`config.mk`:
```
export PLATFORM = sky130hd
export DESIGN_NAME = ram_2p_arbiter
export DESIGN_NICKNAME = d
export VERILOG_FILES = /design/src/rtl/ram_2p_arbiter.sv
export SDC_FILE = /design/constraint.sdc
export NUM_CORES = 1
export LEC_CHECK = 0
export ABC_AREA = 1
export ABC_CLOCK_PERIOD_IN_PS = 3100
export CORE_AREA = 5 5 178 180
export CTS_CLUSTER_SIZE = 14
export DETAILED_ROUTE_END_ITERATION = 8
export DIE_AREA = 0 0 183 185
export GPL_ROUTABILITY_DRIVEN = 1
export SKIP_LAST_GASP = 1
export SYNTH_ARGS = -nofsm -noshare
export SYNTH_HDL_FRONTEND = slang
export SYNTH_SLANG_ARGS = --single-unit
export TNS_END_PERCENT = 30
```
`constraint.sdc`:
```
create_clock -name clk -period 3.1 [get_ports clk]
set_clock_uncertainty 0.2 [all_clocks]
set_input_delay 0.31 -clock clk [delete_from_list [all_inputs] [get_ports clk]]
set_output_delay 0.31 -clock clk [all_outputs]
set_load 0.01 [all_outputs]
```
`src/rtl/ram_2p_arbiter.sv`:
```
// ram_2p_arbiter: round-robin sharing of one true dual-port RAM between NUM_REQ requesters
module ram_2p_arbiter #(
  parameter int NUM_REQ        = 4,
  parameter int RAM_ADDR_WIDTH = 10,
  parameter int RAM_DATA_WIDTH = 32
) (
  input  logic                                clk,
  input  logic                                rst,
  input  logic [NUM_REQ-1:0]                  req_valid,
  output logic [NUM_REQ-1:0]                  req_ready,
  input  logic [NUM_REQ-1:0]                  req_we,
  input  logic [NUM_REQ*RAM_ADDR_WIDTH-1:0]   req_addr,
  input  logic [NUM_REQ*RAM_DATA_WIDTH-1:0]   req_wdata,
  output logic [NUM_REQ-1:0]                  rsp_valid,
  output logic [NUM_REQ*RAM_DATA_WIDTH-1:0]   rsp_data,
  output logic                                ram_ena,
  output logic                                ram_wea,
  output logic [RAM_ADDR_WIDTH-1:0]           ram_addra,
  output logic [RAM_DATA_WIDTH-1:0]           ram_dina,
  input  logic [RAM_DATA_WIDTH-1:0]           ram_douta,
  output logic                                ram_enb,
  output logic                                ram_web,
  output logic [RAM_ADDR_WIDTH-1:0]           ram_addrb,
  output logic [RAM_DATA_WIDTH-1:0]           ram_dinb,
  input  logic [RAM_DATA_WIDTH-1:0]           ram_doutb
);
  localparam int IDX_W = $clog2(NUM_REQ);
  localparam int AW    = RAM_ADDR_WIDTH;
  localparam int DW    = RAM_DATA_WIDTH;

  logic [AW-1:0]    addr  [NUM_REQ];
  logic [DW-1:0]    wdata [NUM_REQ];
  logic [IDX_W-1:0] rr_ptr, a_idx, b_idx, cand, tag_a, tag_b;
  logic             a_ok, b_ok, a_go, b_go, rd_a, rd_b;

  function automatic logic [IDX_W-1:0] wrap(input int v);
    return IDX_W'(v % NUM_REQ);
  endfunction

  for (genvar i = 0; i < NUM_REQ; i++) begin : g_unpack
    assign addr[i]  = req_addr[i*AW +: AW];
    assign wdata[i] = req_wdata[i*DW +: DW];
  end

  // Scan from rr_ptr: first valid takes port A, next compatible valid takes port B
  always_comb begin
    a_ok  = 1'b0;
    b_ok  = 1'b0;
    a_idx = '0;
    b_idx = '0;
    cand  = '0;
    for (int k = 0; k < NUM_REQ; k++) begin
      cand = wrap(int'(rr_ptr) + k);
      if (!a_ok && req_valid[cand]) begin
        a_ok  = 1'b1;
        a_idx = cand;
      end else if (a_ok && !b_ok && req_valid[cand] &&
                   ((addr[cand] != addr[a_idx]) || (!req_we[cand] && !req_we[a_idx]))) begin
        b_ok  = 1'b1;
        b_idx = cand;
      end
    end
  end

  assign a_go      = a_ok && !rst;
  assign b_go      = b_ok && !rst;
  assign ram_ena   = a_go;
  assign ram_wea   = a_go && req_we[a_idx];
  assign ram_addra = a_go ? addr[a_idx] : '0;
  assign ram_dina  = a_go ? wdata[a_idx] : '0;
  assign ram_enb   = b_go;
  assign ram_web   = b_go && req_we[b_idx];
  assign ram_addrb = b_go ? addr[b_idx] : '0;
  assign ram_dinb  = b_go ? wdata[b_idx] : '0;

  // Grant vector: one bit per issued port
  always_comb begin
    req_ready = '0;
    if (a_go) req_ready[a_idx] = 1'b1;
    if (b_go) req_ready[b_idx] = 1'b1;
  end

  // Round-robin pointer moves past the last granted requester; read tags follow the RAM latency
  always_ff @(posedge clk or posedge rst) begin
    if (rst) begin
      rr_ptr <= '0;
      rd_a   <= 1'b0;
      rd_b   <= 1'b0;
      tag_a  <= '0;
      tag_b  <= '0;
    end else begin
      if (a_go) rr_ptr <= wrap(int'(b_go ? b_idx : a_idx) + 1);
      rd_a  <= a_go && !req_we[a_idx];
      rd_b  <= b_go && !req_we[b_idx];
      tag_a <= a_idx;
      tag_b <= b_idx;
    end
  end

  // Steer each port's read data to the requester that issued it; idle lanes read zero
  always_comb begin
    rsp_valid = '0;
    rsp_data  = '0;
    for (int k = 0; k < NUM_REQ; k++) begin
      rsp_valid[k]         = (rd_a && tag_a == IDX_W'(k)) || (rd_b && tag_b == IDX_W'(k));
      rsp_data[k*DW +: DW] = (rd_a && tag_a == IDX_W'(k)) ? ram_douta :
                             (rd_b && tag_b == IDX_W'(k)) ? ram_doutb : '0;
    end
  end
endmodule

```
Yosys cells after proc, flatten, opt, wreduce, memory -nomap -nowiden
Index checks and enable logic that the tools add are counted.
{"block": "word_totals", "regBits": 8, "in_bits": 242, "output_inout_bits": 224, "word_cells": 192}
{"block": "classes", "add_sub_neg": 4, "n_lt_le_gt_ge": 19, "eq_ne": 9, "n_mux": 93, "bitwise": 9, "reduce_logical": 53}
{"cell": "$mux W32", "count": 14}
{"cell": "$mux W10", "count": 18}
{"cell": "$bmux W10 S2", "count": 8}
{"cell": "$bmux W32 S2", "count": 2}
{"cell": "$logic_and A1 B1 Y1", "count": 30}
{"cell": "$ne A10 B10 Y1", "count": 3}
{"cell": "$lt A2 B3 Y1 const B", "count": 9}
{"cell": "$bmux W1 S2", "count": 12}
{"cell": "$ge A3 B3 Y1 const B", "count": 8}
{"cell": "$mux W1", "count": 24}
{"cell": "$not A2 Y3", "count": 8}
{"cell": "$mux W2", "count": 11}
{"cell": "$logic_not A1 Y1", "count": 14}
{"cell": "$eq A2 B2 Y1 const B", "count": 4}
{"cell": "$mux W4", "count": 2}
{"cell": "$logic_or A1 B1 Y1", "count": 7}
{"cell": "$add A2 B1 Y2 const B", "count": 2}
{"cell": "$add A2 B2 Y2 const B", "count": 2}
{"cell": "$demux W1 S2", "count": 2}
{"cell": "$eq A2 B1 Y1 const B", "count": 2}
{"cell": "$ge A2 B1 Y1 const B", "count": 2}
{"cell": "$logic_not A2 Y1", "count": 2}
{"cell": "$or A4 B4 Y4", "count": 1}

Longest topological paths before layout
Gate-level depths: netlist (run 1).
{"block": "depth", "depth_word": 30, "ltp_mapped": 28, "depth_no_buf": 27}

Worst setup path before layout (run 1)
No wires, ideal clock.
{"block": "synth_timing", "path_kind": "flip-flop to output port", "from": "register rr_ptr[0]", "to": "output ram_addrb[1]", "t_arrival_ns": 2.858, "required_ns": 2.590, "path_slack_ns": -0.268, "stages_incl_launch_ff": 24, "path_buffers": 4, "path_cell_list": "dfrtp_1 buf_4 nand2_1 nand3_2 nand2_2 nand2_4 buf_2 o211ai_1 nand2_1 nand2_1 nand2_1 nor2_1 nand3_1 nand2_1 inv_1 a21oi_4 nand3_1 nand2_1 nand2_2 buf_6 buf_6 nand3_1 nand3_1 nor2_1"}
{"block": "synth_between", "elab_chain_len": 29, "elab_cells_between_ends": 102, "cone_classes": "add/sub (3); eq/ne (3); mux (60); bitwise (7); reduce/logical (29)"}
{"element": "from (decl)", "line": "33", "source": "logic [IDX_W-1:0] rr_ptr, a_idx, b_idx, cand, tag_a, tag_b;"}
{"element": "from (signal assigned)", "line": "92", "source": "if (a_go) rr_ptr <= wrap(int'(b_go ? b_idx : a_idx) + 1);"}
{"element": "$bmux W1 S2"}
{"element": "$mux W1 (not written as such)", "line": "54", "source": "if (!a_ok && req_valid[cand]) begin"}
{"element": "$mux W2", "line": "54"}
{"element": "$not A2 Y3 (not written as such)", "line": "58", "source": "((addr[cand] != addr[a_idx]) || (!req_we[cand] && !req_we[a_idx]))) begin"}
{"element": "$bmux W10 S2", "line": "58"}
{"element": "$mux W10 (not written as such) (2 in a row)", "line": "58"}
{"element": "$ne A10 B10 Y1", "line": "58"}
{"element": "$logic_or A1 B1 Y1", "line": "58"}
{"element": "(+9 left out)"}
{"element": "$logic_not A1 Y1", "line": "57", "source": "end else if (a_ok && !b_ok && req_valid[cand] &&"}
{"element": "$logic_and A1 B1 Y1 (3 in a row)", "line": "57"}
{"element": "$mux W2", "line": "57"}
{"element": "$mux W2", "line": "54"}
{"element": "$not A2 Y3 (not written as such)", "line": "73", "source": "assign ram_addrb = b_go ? addr[b_idx] : '0;"}
{"element": "$bmux W10 S2", "line": "73"}
{"element": "$mux W10 (not written as such) (2 in a row)", "line": "73"}
{"element": "$mux W10 *", "line": "73"}
{"element": "to (decl)", "line": "23", "source": "output logic [RAM_ADDR_WIDTH-1:0] ram_addrb,"}
Every way passes the cells marked *; elsewhere a longest branch is shown, timed or not. The select of a mux whose other input is x is not followed.

Final worst setup path (run 1)
{"block": "layout_timing", "from": "register rr_ptr[0]", "to": "output ram_dinb[10]"}
{"block": "layout_between", "elab_chain_len": 29, "elab_cells_between_ends": 102, "cone_classes": "add/sub (3); eq/ne (3); mux (60); bitwise (7); reduce/logical (29)"}
{"element": "$bmux W1 S2"}
{"element": "$mux W1 (not written as such)", "line": "54"}
{"element": "$mux W2", "line": "54"}
{"element": "$not A2 Y3 (not written as such)", "line": "58"}
{"element": "$bmux W10 S2", "line": "58"}
{"element": "$mux W10 (not written as such) (2 in a row)", "line": "58"}
{"element": "$ne A10 B10 Y1", "line": "58"}
{"element": "$logic_or A1 B1 Y1", "line": "58"}
{"element": "(+9 left out)"}
{"element": "$logic_not A1 Y1", "line": "57"}
{"element": "$logic_and A1 B1 Y1 (3 in a row)", "line": "57"}
{"element": "$mux W2", "line": "57"}
{"element": "$mux W2", "line": "54"}
{"element": "$not A2 Y3 (not written as such)", "line": "74", "source": "assign ram_dinb = b_go ? wdata[b_idx] : '0;"}
{"element": "$bmux W32 S2", "line": "74"}
{"element": "$mux W32 (not written as such) (2 in a row)", "line": "74"}
{"element": "$mux W32 *", "line": "74"}
{"element": "to (decl)", "line": "24", "source": "output logic [RAM_DATA_WIDTH-1:0] ram_dinb,"}
Marked as above.

==> results of run 1 <==
-- path summary, 6_finish.rpt --
path                            startpoint           end  slack [ps]  depth (start not counted)
worst min-delay path                   rst     rr_ptr[0]         280                          3
max in group asynchronous              rst     rr_ptr[1]        2260                          3
worst max register to register   rr_ptr[0]     rr_ptr[1]        -570                         28
min in group clk                 rr_ptr[1]     rr_ptr[1]         700                          5
worst max-delay path             rr_ptr[0]  ram_dinb[10]       -1240                         29
worst min register to register   rr_ptr[1]     rr_ptr[1]         700                          5
-- cells in the mapped netlist, types with 9 or more instances --
| cell | n |
|---|---|
| inv_2 | 9 |
| nand3b_1 | 10 |
| inv_1 | 217 |
| a211oi_1 | 12 |
| buf_2 | 32 |
| o22ai_1 | 179 |
| o221ai_1 | 24 |
| buf_6 | 11 |
| nand2_2 | 13 |
| nand3_1 | 208 |
| clkbuf_1 | 50 |
| a21oi_1 | 25 |
| nor3_1 | 9 |
| o21ai_0 | 75 |
| nor2_1 | 109 |
| nand2_1 | 410 |
-- registers in the layout (all words and copies together) (netlist names) --
signal  cells
rd_a        1
rd_b        1
rr_ptr      2
tag_a       2
tag_b       2
-- logic make-up (layout without fill, tap and decap cells) --
kind of cell | Yosys count | in the layout | share of synthesized area
buf+inv | 333 | 990 | 0.195
flops | 8 | 8 | 0.0278
simple gates | 781 | 781 | 0.474
compound gates | 348 | 348 | 0.303
-- where the power goes --
group,leakage (nW),internal (mW),switching [mW]
sequential,0.0964,0.163,0.0691
combinational,7.08,10.5,12.8
clock,0.0382,0.171,0.0512
total,7.21,10.9,13.0
-- critical path, delay by kind of cell, from the launching register on --
family,cells,cell delay (ps)
buffers and inverters,7,1140
DFF,1,500
and+or+nand+nor,22,1910
-- per-layer routing --
metal / up-vias / part of all wire
met2: 762 / 0.46
met3: 144 / 0.10
met5: - / 0
met4: 0 / 0.046
met1: 6242 / 0.39
li1: 6297 / -
-- area by class of cell --
cell class              count  area [um^2]
clock buffers               4         78.8
well taps                 396          495
inverters                 229          886
flip-flops and latches      8          203
repair buffers            757         7450
fillers                  3094        14800
multi-input cells        1129         6100
-- per-stage QoR --
step	setup slack, ps	hold slack (ps)	TNS, ps
3_3_place_gp	-1470	572	-113130
4_1_cts	-1230	321	-101150
2_1_floorplan	-180	-44.0	-8750
5_1_grt	-1460	338	-121850
3_5_place_dp	-1480	570	-115900
6_report	-1240	278	-101510
-- timing repair --
action	in CTS	in global routing
hold endpoints to repair	0	0
hold buffers	0	0
cloned	6	4
resized for setup	132	114
setup buffers	16	20
setup endpoints to repair	98	98
pin swaps	18	19
==> out/metrics.csv, run 1 <==
metric,value,unit
status,finished with violations,
violations,setup timing,
diodes,0,
clkTransAtPathRegs,40,ps
period_share,1.40,
max_freq,230,MHz
hold_class,input pin to async pin,
path_max_fanout,9,
ir_drop,902,uV
ys_seq_area_frac,0.0278,
async_flop_share,1.00,
cts.root.buffer_cell,clkbuf_16,
gp_congestion,1.07,
fin_ws,-1240,ps
wl_per_cell,23.2,um
dieArea,33900,um^2
leakage,7.21,nW
ant_nets,0,
grt_setup_unrepaired,yes,
arrival,3830,ps
core_area,30000,um^2
dpl_cell_area,14100,um^2
slew_viol_final,0,
report.power.total,23.8,mW
hold_viol,0,
busiest_layer,met2,
final_cell_mix,"416 x clkdlybuf4s50_1, 389 x nand2_1, 230 x buf_4",
io_buffers,465,
drv_cap,0,
cts_max_level,1,
timing.final.crit_period,4340,ps
worstMarginPinSlew,626,ps
drtPass1Iterations,6,
viasPerCell,5.33,
fin_nets,2370,
start_util,0.240,
cts_inserted_buffers,3,
dp_hpwl,45800,um
die_x,183,um
cts_tree,built,
worstSetupPathType,flop to output pin,
clk_latency,230,ps
overflow,0,
synth_top_area_share,0.213,
antenna_found_initial,0,
worst_path_largest_cell_delay,500,ps
use_met1,0.393,
grt_max_degree,43,
final_common_cell,clkdlybuf4s50_1,
relSlewSlack,0.583,
syn-num-nets,1712,
yosysUniqueCellTypes,36,
grtUsageTotal,0.317,
area_growth_syn_to_layout,111,%
synth_top_area_cell,nand2_1,
ios,466,
yosysWarnings,0,
clock-sinks,8,
synth_area_leaders,"nand2_1 21%, o22ai_1 16%, nand3_1 14%",
grtUsageMet3,0.0890,
syn_avg_cell_area,4.90,um^2
dr.first_iter.drc_count,1221,
route.detailed.drc,0,
setup_viol,98,
rows,64,
power_density,1570,nW/um^2
clk_path_buf_depth,2,
end_kind,output pin,
use_met2,0.525,
routed_wirelength,58400,um
vias,13400,
ys_ff_latch,8,
cp_slowest_cell,dfrtp_2,
drive_gt1_frac,0.223,
synth_ff_type,dfrtp_1,
synth_edf_count,0,
cp-start-kind,flop,
finish.utilization,0.507,
grt_pass1_vias,13000,
placed_cells,2473,
grt_pass1_wl,83000,um
die_y,185,um
finalNonFillerCells,2523,
worstPathRequired,2590,ps
syn-cell-area,7210,um^2
syn-instance-count,1470,
stdcell_area,15200,um^2
No activity file was read; power rests on OpenSTA's default activity.
==> inputs of run 2 (changes only) <==
Settings changed: CORE_AREA 5 5 178 180 to 5 5 177 179, DIE_AREA 0 0 183 185 to 0 0 182 184, DONT_BUFFER_PORTS set to 1.
==> run 2 against run 1 <==
The run still ends with setup timing left. Power is 11% lower. Cell count is 16% lower. Cell area is 27% lower. Maximum frequency is 6.9% higher. Wire length is 15% lower. Sequential cell count stayed put. Die area is 1.1% lower. First-iteration DRC count is 2.8% higher. Worst setup slack better by 280 ps. Via count is 8.1% lower. Largest cell class is now multi-input gates.
==> out/metrics.csv, run 2 (synthesis gave the netlist of run 1 again) <==
metric,value,unit
status,finished with violations,
violations,setup timing,
period_share,1.31,
power.internal,9.06,mW
hold_viol,0,
regArea,203,um^2
vias,12400,
hold_class,input pin to flop,
final_cell_mix,"387 x nand2_1, 301 x buf_4, 214 x inv_1",
seq_power_share,0.011,
fin_nets,1965,
end_kind,output pin,
drive_gt1_frac,0.296,
finalNonFillerCells,2114,
tns,-68050,ps
cts_max_level,1,
cts_tree,built,
dr.first_iter.drc_count,1255,
core_area,29400,um^2
final_common_cell,nand2_1,
placed_cells,2083,
p_switching,12.2,mW
switching_share,0.574,
wl_per_cell,23.5,um
grt_max_degree,43,
cts.root.buffer_cell,clkbuf_16,
start_util,0.245,
worstMarginPinSlew,480,ps
ant_nets,0,
cts_inserted_buffers,3,
area_growth_syn_to_layout,53.3,%
pwr-share-clk,0.011,
rows,63,
fillerInstances,3140,
clk_latency,230,ps
route.detailed.drc,0,
gp_congestion,1.01,
worstSetupPathType,flop to output pin,
dieArea,33500,um^2
ios,466,
grt_pass1_wl,70900,um
relSlewSlack,0.672,
multiInputGateArea,6170,um^2
clk_path_buf_depth,2,
timing.final.crit_period,4060,ps
fin_ws,-961,ps
power_density,1930,nW/um^2
io_buffers,0,
viasPerCell,5.84,
slew_viol_final,0,
path_max_fanout,17,
leakage,5.69,nW
max_freq,246,MHz
comb_power_share,0.978,
arrival,3550,ps
die_y,184,um
clock-sinks,8,
overflow,0,
setup_viol,97,
ir_drop,1090,uV
drtPass1Iterations,7,
cp-start-kind,flop,
report.power.total,21.3,mW
grtUsageTotal,0.269,
drv_cap,0,
dp_hpwl,38200,um
clkTransAtPathRegs,40,ps
routed_wirelength,49600,um
grt_setup_unrepaired,yes,
worstPathRequired,2590,ps
die_x,182,um
top_regs,"rr_ptr x2, tag_a x2, tag_b x2",
grt_pass1_vias,11700,
antenna_found_initial,2,
## run 2: cell count changes in the layout (fill, tap and decap cells not counted), sizes merged, moves of 2 or more
cell	change
clkdlybuf4s15	-3
diode	+2
clkdlybuf4s50	-416
dlygate4sd2	-23
clkbuf	-15
buf	+50
## run 2: stage by stage
step | cell area [um^2] | setup slack (ps) | hold slack, ps | utilization
finish | 11100 | -961 | 200 | 0.376
global route | 11100 | -1130 | 233 | 0.376
CTS | 10800 | -836 | 199 | 0.369
detailed placement | 10100 | -748 | 7.58 | 0.344
global placement | 10100 | -775 | 4.78 | 0.344
floorplan | 7380 | -180 | -44.0 | -
## run 2: final cells by class
| class | count | area share |
|---|---|---|
| sequential | 8 | 0.0183 |
| tap | 390 | 0.0441 |
| multi-input combinational | 1129 | 0.558 |
| clock buffer | 4 | 0.00713 |
| inverter | 229 | 0.0808 |
| antenna | 2 | 0.000453 |
| timing repair buffer | 352 | 0.291 |
## run 2: repair_timing
item | 4_1_cts | 5_1_grt
gates resized for setup | 91 | 48
hold buffers | 1 | 0
endpoints found under the hold margin | 8 | 0
cloned | 6 | 1
setup endpoints to repair | 97 | 97
pin swaps | 18 | 10
setup buffers | 13 | 4
## run 2: worst max-delay path, stage by stage (launching register included)
cell     delay, ps
dfrtp_2        440
buf_12         150
nand2_4         60
nand3_4         90
nand2_4         80
buf_6          130
nor2_4         180
nand2_1         90
nand2_2         90
nand2_4        120
inv_8          120
buf_4          120
nand3_1        100
nand3_1         80
nand4_1        170
nor2_2         150
nand2_2         90
nand4_1        200
nand2_8        130
nor2_4         190
buf_12         170
nand2_1         60
nand3_1         80
nor2_1          50
buf_4          140
## run 2: power groups by stage
| stage | Sequential, mW | Clock [mW] | Combinational [mW] |
|---|---|---|---|
| 4_1_cts | 0.234 | 0.231 | 19.8 |
| 3_3_place_gp | 0.223 | 0 | 17.4 |
| 3_5_place_dp | 0.228 | 0 | 17.6 |
| 2_1_floorplan | 0.206 | 0 | 10.7 |
| 5_1_grt | 0.239 | 0.236 | 22.3 |
| 6_report | 0.234 | 0.225 | 20.8 |
## run 2: path summary, 6_finish.rpt
check | from | endpoint | slack [ps] | cells past startpoint
max | rr_ptr[0] | ram_addrb[9] | -960 | 24
min in group asynchronous | rst | rr_ptr[0] | 330 | 3
max in group asynchronous | rst | rr_ptr[1] | 2180 | 3
min reg2reg | rr_ptr[1] | rr_ptr[1] | 740 | 5
min | req_we[2] | rd_b | 200 | 5
max reg2reg | rr_ptr[0] | rd_b | -810 | 28
## run 2: per-layer routing
| metal | wire, um | GRT usage | vias up |
|---|---|---|---|
| met1 | 18100 | 0.320 | 5648 |
| met5 | 0 | 0 | - |
| met2 | 23300 | 0.456 | 1032 |
| li1 | - | - | 5491 |
| met3 | 6010 | 0.0778 | 181 |
| met4 | 2270 | 0.107 | 0 |
